**config.mk**
```make
export PLATFORM = sky130hd
export DESIGN_NAME = pm_loader
export DESIGN_NICKNAME = d
export VERILOG_FILES = /design/src/rtl/pm_loader.sv
export SDC_FILE = /design/constraint.sdc
export NUM_CORES = 1
export LEC_CHECK = 0
export CELL_PAD_IN_SITES_DETAIL_PLACEMENT = 1
export CELL_PAD_IN_SITES_GLOBAL_PLACEMENT = 2
export CORE_UTILIZATION = 34
export CTS_CLUSTER_SIZE = 20
export DETAILED_ROUTE_END_ITERATION = 8
export HOLD_SLACK_MARGIN = 0.03
export PLACE_DENSITY_LB_ADDON = 0.1
export SLEW_MARGIN = 25
export SYNTH_ARGS = -nofsm -noshare
export SYNTH_HDL_FRONTEND = slang
export SYNTH_SLANG_ARGS = --single-unit
export TNS_END_PERCENT = 30
```
**constraint.sdc**
```tcl
create_clock -name clk -period 2.2 [get_ports clk]
set_clock_uncertainty 0.2 [all_clocks]
set_input_delay 0.44 -clock clk [delete_from_list [all_inputs] [get_ports clk]]
set_output_delay 0.44 -clock clk [all_outputs]
set_load 0.03 [all_outputs]
```
**src/rtl/pm_loader.sv**
```systemverilog
// pm_loader: serial byte loader for program memory.
// Collects DATAWIDTH/8 bytes per word (little-endian), writes each word with a
// single-cycle pm_wr_en strobe at an auto-incrementing address, and signals
// session completion with a one-cycle done pulse.
// Optional feature: define PM_LOADER_CHECKSUM_EN to expect one trailing
// checksum byte (XOR of all data bytes) per session; a mismatch sets chk_err.
module pm_loader #(
  parameter int DATAWIDTH = 32,
  parameter int ADDWIDTH  = 7
) (
  input  logic                 clk,
  input  logic                 rst_n,
  input  logic                 load_start,
  input  logic [ADDWIDTH-1:0]  load_addr,
  input  logic [ADDWIDTH-1:0]  load_count,
  input  logic [7:0]           byte_in,
  input  logic                 byte_valid,
  output logic                 byte_ready,
  output logic                 pm_wr_en,
  output logic [ADDWIDTH-1:0]  pm_addr,
  output logic [DATAWIDTH-1:0] pm_data,
  output logic                 busy,
  output logic                 done,
  output logic                 chk_err
);

  localparam int NBYTES = DATAWIDTH / 8;
  localparam int IDXW   = (NBYTES > 1) ? $clog2(NBYTES) : 1;
  localparam logic [IDXW-1:0] LAST_IDX = IDXW'(NBYTES - 1);

  typedef enum logic [2:0] {
    IDLE,
    COLLECT,
    WRITE,
`ifdef PM_LOADER_CHECKSUM_EN
    CHECK,
`endif
    DONE
  } state_t;

  state_t                 state;
  logic [ADDWIDTH-1:0]    cur_addr;
  logic [ADDWIDTH-1:0]    remaining;
  logic [IDXW-1:0]        idx;
  logic [DATAWIDTH-1:0]   word_buf;
  logic [DATAWIDTH-1:0]   word_next;
  logic                   xfer;

`ifdef PM_LOADER_CHECKSUM_EN
  logic [7:0]             csum;
  logic                   chk_err_q;
  assign chk_err = chk_err_q;
`else
  assign chk_err = 1'b0;
`endif

  assign xfer = byte_valid && byte_ready;

  // Word as it will look once the byte currently on byte_in is merged in;
  // used so the last byte of a word reaches pm_data in the same edge.
  always_comb begin
    word_next = word_buf;
    word_next[8*int'(idx) +: 8] = byte_in;
  end

  // Session FSM with registered handshake, memory-write and status outputs.
  always_ff @(posedge clk or negedge rst_n) begin
    if (!rst_n) begin
      state      <= IDLE;
      cur_addr   <= '0;
      remaining  <= '0;
      idx        <= '0;
      word_buf   <= '0;
      byte_ready <= 1'b0;
      pm_wr_en   <= 1'b0;
      pm_addr    <= '0;
      pm_data    <= '0;
      busy       <= 1'b0;
      done       <= 1'b0;
`ifdef PM_LOADER_CHECKSUM_EN
      csum       <= '0;
      chk_err_q  <= 1'b0;
`endif
    end else begin
      done     <= 1'b0;
      pm_wr_en <= 1'b0;
      case (state)
        IDLE: begin
          if (load_start) begin
`ifdef PM_LOADER_CHECKSUM_EN
            chk_err_q <= 1'b0;
`endif
            if (load_count != '0) begin
              cur_addr   <= load_addr;
              remaining  <= load_count;
              idx        <= '0;
`ifdef PM_LOADER_CHECKSUM_EN
              csum       <= '0;
`endif
              byte_ready <= 1'b1;
              busy       <= 1'b1;
              state      <= COLLECT;
            end else begin
              done  <= 1'b1;
              state <= DONE;
            end
          end
        end

        COLLECT: begin
          if (xfer) begin
            word_buf <= word_next;
`ifdef PM_LOADER_CHECKSUM_EN
            csum     <= csum ^ byte_in;
`endif
            if (idx == LAST_IDX) begin
              idx        <= '0;
              byte_ready <= 1'b0;
              pm_wr_en   <= 1'b1;
              pm_addr    <= cur_addr;
              pm_data    <= word_next;
              state      <= WRITE;
            end else begin
              idx <= idx + IDXW'(1);
            end
          end
        end

        WRITE: begin
          cur_addr  <= cur_addr + ADDWIDTH'(1);
          remaining <= remaining - ADDWIDTH'(1);
          if (remaining == ADDWIDTH'(1)) begin
`ifdef PM_LOADER_CHECKSUM_EN
            byte_ready <= 1'b1;
            state      <= CHECK;
`else
            busy  <= 1'b0;
            done  <= 1'b1;
            state <= DONE;
`endif
          end else begin
            byte_ready <= 1'b1;
            state      <= COLLECT;
          end
        end

`ifdef PM_LOADER_CHECKSUM_EN
        CHECK: begin
          if (xfer) begin
            chk_err_q  <= (byte_in != csum);
            byte_ready <= 1'b0;
            busy       <= 1'b0;
            done       <= 1'b1;
            state      <= DONE;
          end
        end
`endif

        DONE: begin
          state <= IDLE;
        end

        default: begin
          state <= IDLE;
        end
      endcase
    end
  end

endmodule

```
### After elaboration in Yosys (flattened, before gate mapping)

Index checks and enable logic that the tools add are counted.

| storage, ports and cells | value |
|---|---|
| register bits | 94 |
| output and inout bits | 44 |
| word-level logic and storage cells | 73 |
| bits of input ports | 26 |

| cells by class | value |
|---|---|
| reduce and logical (&&, ||, !) cells | 13 |
| multiplexer cells | 33 |
| equal/unequal tests | 10 |
| $add $sub $neg | 4 |
| shifts and indexed selects | 2 |

Operator list:

| cell | number |
|---|---|
| $neg 5->33 | 1 |
| $shift 8x33->32 const A | 1 |
| $shiftx 8x33->32 | 1 |
| $bwmux 32 | 1 |
| $mux 7 | 4 |
| $pmux 7 s2 | 2 |
| $mux 1 | 12 |
| $mux 2 | 6 |
| $ne 2x2->1 const B | 6 |
| $mux 3 | 3 |
| $pmux 3 s3 | 1 |
| $reduce_and 3->1 | 3 |
| $reduce_and 4->1 | 2 |
| $add 7x1->7 const B | 1 |
| $eq 7x1->1 const B | 1 |
| $reduce_bool 7->1 | 1 |
| $sub 7x1->7 const B | 1 |
| $reduce_and 6->1 | 1 |
| $pmux 1 s2 | 2 |
| $pmux 2 s2 | 1 |
| $reduce_bool 2->1 | 2 |
| $eq 3x1->1 const B | 1 |
| $eq 3x2->1 const B | 1 |
| $logic_not 3->1 | 1 |
| other kinds (6) | 6 |

### Longest topological paths before layout

Gate-level depths: netlist of run 1.

| depth | value |
|---|---|
| depth after elaboration | 4 |
| gate-level depth with buffers | 8 |
| mapped depth without buffers | 6 |

### Worst setup path before layout of run 1

OpenSTA, ideal clock, no wires.

| timing path | value |
|---|---|
| path kind | register to register |
| start | register idx[0] |
| end | register word_buf[24] |
| period minus slack after synthesis | 2.034 ns |
| stages on the path, launching flop included | 8 |
| required time | 1.879 ns |
| library setup time | 0.121 ns |
| path buffers | 2 |
| arrival time | 1.713 ns |
| slack | 0.166 ns |
| path through | dfrtp_1 > inv_1 > ha_1 > and4b_1 > buf_2 > and2_1 > buf_2 > a22o_1 |

| between the ends | value |
|---|---|
| longest elaborated chain between the ends | 3 |
| elaborated cells on any way between the ends | 4 |
| classes of those cells | 1 x add/sub; 2 x shift; 1 x mux |

Ends and longest elaborated chain:

| item | line | text |
|---|---|---|
| start, declared | 44 | `logic [IDXW-1:0] idx;` |
| start signal, assigned | 124 | `idx <= idx + IDXW'(1);` |
| $neg 5->33 (*) | 63 | `word_next[8*int'(idx) +: 8] = byte_in;` |
| $shiftx 8x33->32 / $shift 8x33->32 (equally long branches) | 63 |  |
| $bwmux 32 (*) | 63 |  |
| end signal, assigned | 112 | `word_buf <= word_next;` |
| end, declared | 45 | `logic [DATAWIDTH-1:0] word_buf;` |

Every way passes the cells marked *; elsewhere a longest branch is shown, timed or not.
A chain may end at the register's enable or synchronous reset.

### Worst setup path in the final report of run 1

| timing path | value |
|---|---|
| start | register byte_ready |
| end | output port byte_ready |

RTL lines:

| item | line | text |
|---|---|---|
| start, declared | 18 | `output logic byte_ready,` |
| start signal, assigned | 74 | `byte_ready <= 1'b0;` |
| start signal, assigned | 100 | `byte_ready <= 1'b1;` |
| start signal, assigned | 118 | `byte_ready <= 1'b0;` |

No word-level cell between the ends.

==> summary.md, run 1 <==
| Metric | Value |
|---|---|
| Row count | `40` |
| Drt first pass iters | `4` |
| Yosys warning count | `0` |
| Final period util | `between 90 and 100%` |
| Die width | `115 um` |
| CP Class | `register to output port` |
| Critical path cell sequence | `clkdlybuf4s50_1` |
| # Max-Cap Violations | `0` |
| Distinct cells, synth | `42` |
| Post-synth ARST share | `100%` |
| Cell family with most CP delay | `buffers and inverters` |
| Setup_tns | `0 ps` |
| Post-DRT Antenna Nets | `0` |
| Core area | `about 0.012 mm^2` |
| Slew headroom | `between 60% and 70%` |
| Reg2Reg Setup Slack | `between 150 and 200 ps` |
| Post-synthesis to final-layout area growth | `29.4%` |
| Mapped Area | `around 0.0043 mm^2` |
| Synth Flop Type | `dfrtp_1` |
| Hold_sp | `word_buf[4]` |
| Clock buffer count from CTS | `9` |
| Final hold viol count | `0` |
| WHS Path Cells | `1` |
| Crit path max fanout | `5` |
| CTS max path bufs | `2` |
| Critical Path AT | `between 1000 and 1500 ps` |
| DRC viols | `0` |
| Post-synthesis sequential area ratio | `a little over half` |
| DPL Wire Length | `about 7700 um` |
| Reg2Reg Depth | `6` |
| RSZ-0062 raised after global routing | `false` |
| H-tree depth | `3` |
| DR vias | `~3400` |
| Largest net degree at the start of global routing | `40` |
| CTS sink cnt | `93` |
| Violation count after the first detailed-route iteration | `between 100 and 150` |
| Wirelength, routed | `10900 um` |
| TritonCTS clock tree | `done` |
| # port buffers | `68` |
| Initial Util | `35.6%` |
| Slowest CP cell | `clkdlybuf4s50_1` |
| Number of setup violations in the final report | `0` |
| Syn Nets | `between 400 and 500` |
| Gpl congestion | `just under 0.8` |
| Initial antenna violation count | `0` |
| Hold Path End | `word_buf[4]` |
| CTS clk-pin slew, worst paths | `60 ps` |
| Pre-CTS setup slack | `-107 ps` |
| Total power | `7.62 mW` |
| Latest clock arrival within the worst-skew pair | `340 ps` |
| Worst slew pin tran | `approximately 510 ps` |
| Global-route wire length before repair | `around 18000 um` |
| Worst Setup End Kind | `output port` |
| Root buffer cell | `clkbuf_16` |
| Antenna fix cells | `0` |
| Min cycle time layout | `2110 ps` |
| R2r endpoint | `pm_data[5]` |
| Synth Instances | `429` |
| CP bufs+invs | `1` |
| Mean Syn Cell Area | `10.1 um^2` |
| Wire per inst | `~16 um` |
| Worst IR drop on VDD | `between 400 and 500 uV` |
| Fin worst setup slack | `about 90 ps` |
| Setup bufs post-CTS | `0` |
| R2r startpoint | `idx[1]` |
| Slowest stage delay, CP | `around 720 ps` |
| Chip Height | `between 100 and 150 um` |
| Final Max Tran Viols | `0` |
| Gr ovfl total | `0` |
| Vias in the first global route | `around 3600` |
| Tot GR Track Use | `between 15 and 20%` |
| Full die area | `~0.013 mm^2` |
| P_leak | `between 2 and 2.5 nW` |
| #FFs+latches synth | `93` |
| Worst endpoint required time | `between 1500 and 2000 ps` |
| Pwr per Cell Area | `1360 mW/mm^2` |
| Startpoint Class | `register` |
| Nets@finish | `between 500 and 600` |
| Worst min path class | `register to register` |
| Status | `complete, no violations` |
| DR vias/cell | `5.09` |
| Top Ports | `70` |
| Post-synth EDFFs | `0` |
| Share of cells above drive strength 1 | `~12%` |
| Max Clk Rate | `approximately 0.47 GHz` |
-- final cells by class --
type,instances,area (um^2)
timing repair buffer,101,991
clock buffer,12,256
fill,1401,6590
clock inverter,2,10.0
tap,168,210
multi-input combinational,295,1800
inverter,6,22.5
sequential,93,2330
-- cells in the final DEF (no fill, tap or decap), types with 3 or more instances in the layout --
cell type,n
a21oi_1,75
a22o_1,34
a22oi_1,4
and2_1,4
and3_1,3
buf_12,5
buf_4,28
clkbuf_16,9
clkdlybuf4s50_1,67
dfrtp_1,93
ha_1,9
inv_1,6
mux2_2,6
nand2_1,11
nand2b_1,3
nand3_1,6
nor2_1,47
nor2b_1,34
nor3_1,7
o21a_1,4
o21ai_0,21
-- through the flow --
stage	util [%]	instances	hold slack [ps]	instance area (um^2)
after CTS	46.0	677	296	5610
after global placement	43.7	662	256	5340
final	46.0	677	293	5620
after floorplan	-	429	-55.6	4340
after detailed placement	43.7	662	258	5340
after global routing	46.0	677	307	5620
-- what timing repair did --
action	CTS	global route
setup endpoints to repair	0	12
hold buffers	1	0
resized for setup	0	2
hold endpoints to repair	35	0
-- logic make-up after synthesis --
kind of cell | share of synthesized area [%]
AO/OA/AOI/OAI | 21.6
AND/OR/NAND/NOR | 15.1
flip-flops | 53.6
buffers and inverters | 5.10
adder cells (fa/ha/maj) | 2.59
multiplexers | 1.90
other | 0.0863
-- worst max path at each step --
stage	slack (ps)	cells past startpoint	endpoint	startpoint
after global routing	10	6	pm_data[7]	idx[1]
after global placement	-70	6	cur_addr[0]	load_count[3]
final	90	1	byte_ready	byte_ready
after CTS	80	1	byte_ready	byte_ready
after detailed placement	-110	6	cur_addr[0]	load_count[3]
after floorplan	170	7	word_buf[24]	idx[0]
-- registers in the layout (all words and copies together), names as in the netlist, 2 cells and up --
signal,flops
pm_data,32
pm_addr,7
remaining,7
idx,2
cur_addr,7
word_buf,32
state,2
-- cells in the mapped netlist, types with 2 or more instances --
| master | number | share of area, % |
|---|---|---|
| a22oi_1 | 4 | 0.69 |
| nand3_1 | 6 | 0.69 |
| a21oi_1 | 75 | 8.6 |
| buf_2 | 18 | 2.1 |
| clkbuf_1 | 2 | 0.17 |
| nor4_1 | 2 | 0.29 |
| and2_1 | 6 | 0.86 |
| dfrtp_1 | 93 | 54 |
| nand2_1 | 11 | 0.95 |
| buf_1 | 8 | 0.69 |
| and4b_1 | 2 | 0.46 |
| o21ai_0 | 21 | 2.4 |
| mux2_2 | 6 | 1.6 |
| nor2_1 | 47 | 4.1 |
| ha_1 | 9 | 2.6 |
| inv_1 | 6 | 0.52 |
| a31oi_1 | 2 | 0.29 |
| nor3_1 | 7 | 0.81 |
| and4_1 | 2 | 0.40 |
| and3_1 | 3 | 0.43 |
| nand2b_1 | 3 | 0.43 |
| buf_4 | 2 | 0.35 |
| a22o_1 | 34 | 6.9 |
| nor2b_1 | 34 | 4.9 |
| o21bai_1 | 2 | 0.35 |
| buf_6 | 5 | 1.3 |
| o21a_1 | 4 | 0.69 |
-- routing by layer --
metal	share of wire (%)	track usage, %	wire length, um
met1	47	24.3	5110
met2	49	30.0	5310
met3	2.9	2.95	320
met4	1.6	7.01	179
met5	0	0	0
-- report_power, final --
group | switching [mW] | internal [mW]
clock | 0.628 | 0.812
combinational | 1.85 | 1.50
sequential | 0.465 | 2.36
total | 2.95 | 4.67
No activity file was read; power rests on OpenSTA's default activity.
==> run 2: changes to the inputs <==
--- a/config.mk
+++ b/config.mk
@@ -12,6 +12,7 @@
 export DETAILED_ROUTE_END_ITERATION = 8
 export HOLD_SLACK_MARGIN = 0.03
 export PLACE_DENSITY_LB_ADDON = 0.1
+export RECOVER_POWER = 50
 export SLEW_MARGIN = 25
 export SYNTH_ARGS = -nofsm -noshare
 export SYNTH_HDL_FRONTEND = slang
==> run 2 against run 1 <==
Effect of this change: sequential power is essentially flat; critical path depth is the same; global-route usage is the same; critical path type unchanged; critical endpoint unchanged; largest power group unchanged; highest routed layer unchanged.
==> summary.md, run 2 (synthesized netlist as in run 1, its figures left out) <==
| Metric | Value |
|---|---|
| Status | `complete, no violations` |
| # port buffers | `about 70` |
| Gr ovfl total | `0` |
| Core area | `0.0122 mm^2` |
| Post-synthesis to final-layout area growth | `28.4%` |
| Root buffer cell | `clkbuf_16` |
| Worst slew pin tran | `roughly 1000 ps` |
| Reg area | `0.00233 mm^2` |
| Largest registers | `pm_data: 32 flops, word_buf: 32 flops` |
| Cell family with most CP delay | `buffers and inverters` |
| Slowest CP cell | `clkdlybuf4s50_1` |
| Final Max Tran Viols | `0` |
| Tot GR Track Use | `18.3%` |
| Number of setup violations in the final report | `0` |
| Latest clock arrival within the worst-skew pair | `~340 ps` |
| P_leak | `~2.5 nW` |
| Global-route wire length before repair | `18500 um` |
| Clock buffer count from CTS | `9` |
| Wirelength, routed | `~11000 um` |
| Multi-input gate area | `0.00180 mm^2` |
| Row count | `40` |
| Die width | `~120 um` |
| DR vias | `3469` |
| Worst hold slack | `289 ps` |
| H-tree depth | `3` |
| CP bufs+invs | `1` |
| Post-DRT Antenna Nets | `0` |
| Top Ports | `70` |
| Startpoint Class | `register` |
| Initial antenna violation count | `0` |
| Most frequent cells in the layout | `93 x dfrtp_1, 75 x a21oi_1, 66 x clkdlybuf4s50_1` |
| Slowest stage delay, CP | `~700 ps` |
| Critical Path AT | `1470 ps` |
| Final hold viol count | `0` |
| TritonCTS clock tree | `done` |
| DPL Wire Length | `a little under 8000 um` |
| CTS max path bufs | `2` |
| Critical path cell sequence | `clkdlybuf4s50_1` |
| Final period util | `between 90% and 100%` |
| Worst Setup End Kind | `output port` |
| Commonest non-fill, non-tap cell in the layout | `dfrtp_1` |
| # Max-Cap Violations | `0` |
| Core Util, Final | `between 40% and 50%` |
| Worst IR drop on VDD | `456 uV` |
| Fillers | `1405` |
| Worst endpoint required time | `~1600 ps` |
| Nets@finish | `541` |
| Pwr per Cell Area | `between 1000 and 1500 mW/mm^2` |
| Max Clk Rate | `about 0.47 GHz` |
| CP Class | `register to output port` |
| Antenna fix cells | `0` |
| CTS clk-pin slew, worst paths | `60 ps` |
| Initial Util | `a little over a third` |
| Worst min path class | `register to register` |
| Drt first pass iters | `4` |
| Slew headroom | `a little over a third` |
| DR vias/cell | `about 5.1` |
| Violation count after the first detailed-route iteration | `113` |
| CTS sink cnt | `slightly above 90` |
| Min cycle time layout | `between 2000 and 2500 ps` |
| Largest net degree at the start of global routing | `40` |
| Wire per inst | `around 16 um` |
| Full die area | `0.0132 mm^2` |
| RSZ-0062 raised after global routing | `false` |
| DRC viols | `0` |
| Vias in the first global route | `about 3600` |
| Chip Height | `~120 um` |
| Crit path max fanout | `5` |
| Share of cells above drive strength 1 | `between 10% and 20%` |
| Gpl congestion | `about 0.78` |
==> run 2: cell types whose count changed in the layout (fill, tap and decap cells not counted) <==
cell             before  now
buf_4                28   19
clkbuf_2              0    5
buf_12                5    4
nor4_2                1    0
buf_6                 0    1
clkbuf_1              1    5
and2_0                0    1
nor4_1                2    3
clkdlybuf4s50_1      67   66
dlygate4sd3_1         1    2
and2_2                2    1
==> run 2: repair_timing <==
item	in CTS	in global routing
hold buffers	1	0
setup buffers	0	0
gates resized for setup	0	2
endpoints found under the hold margin	35	0
endpoints found under the setup margin	0	12
==> run 2: worst paths after layout <==
check                             startpoint           end  slack, ps  depth (start not counted)
worst min-delay path            word_buf[26]  word_buf[26]        290                          1
max in group asynchronous              rst_n   cur_addr[1]        330                          3
worst min register to register  word_buf[26]  word_buf[26]        290                          1
worst max-delay path              byte_ready    byte_ready         90                          1
min in group asynchronous              rst_n    pm_data[4]        590                          2
worst max register to register        idx[1]    pm_data[5]        200                          6
==> run 2: layer usage <==
layer	track usage [%]	part of all wire (%)	wire length (um)	vias to the layer above
met5	0	0	0	-
met3	2.95	2.6	289	11
met1	24.3	47	5150	1733
met4	7.01	1.5	161	0
met2	30.0	49	5340	49
li1	-	-	-	1676
==> run 2: worst register-to-register path: cells and delay by family (launching register included) <==
| kind | cells | cell delay [ps] |
|---|---|---|
| buffers and inverters | 2 | 320 |
| DFF | 1 | 430 |
| and+or+nand+nor | 1 | 380 |
| AOI/OAI and AO/OA | 2 | 250 |
| adders and majority gates | 1 | 350 |
==> run 2: report_power, final <==
group          switching [mW]  internal (mW)
Sequential              0.463           2.36
Clock                   0.630          0.812
Combinational            1.85           1.48
Total                    2.94           4.65
==> run 2: cell type report <==
class	count	area share, %
Sequential cell	93	41.7
Multi-Input combinational cell	295	32.2
Timing Repair Buffer	101	17.1
Clock buffer	12	4.60
Tap cell	168	3.77
Inverter	6	0.404
Clock inverter	2	0.179
==> run 2: metrics by stage <==
stage               std cells  setup slack, ps  power, mW  TNS, ps  cell area (um^2)
floorplan                 429              166       4.87        0              4340
global placement          662            -70.9       6.14     -222              5340
detailed placement        662             -107       6.22     -451              5340
CTS                       677             80.4       7.71        0              5610
global route              677             14.5       8.15        0              5580
finish                    677             87.9       7.59        0              5580
==> run 3: changes to the inputs <==
--- a/config.mk
+++ b/config.mk
@@ -13,7 +13,6 @@
 export HOLD_SLACK_MARGIN = 0.03
 export PLACE_DENSITY_LB_ADDON = 0.1
 export RECOVER_POWER = 50
-export SLEW_MARGIN = 25
 export SYNTH_ARGS = -nofsm -noshare
 export SYNTH_HDL_FRONTEND = slang
 export SYNTH_SLANG_ARGS = --single-unit
==> results of run 3 <==
Final layout, timing and power as in run 2 (identical DEF).
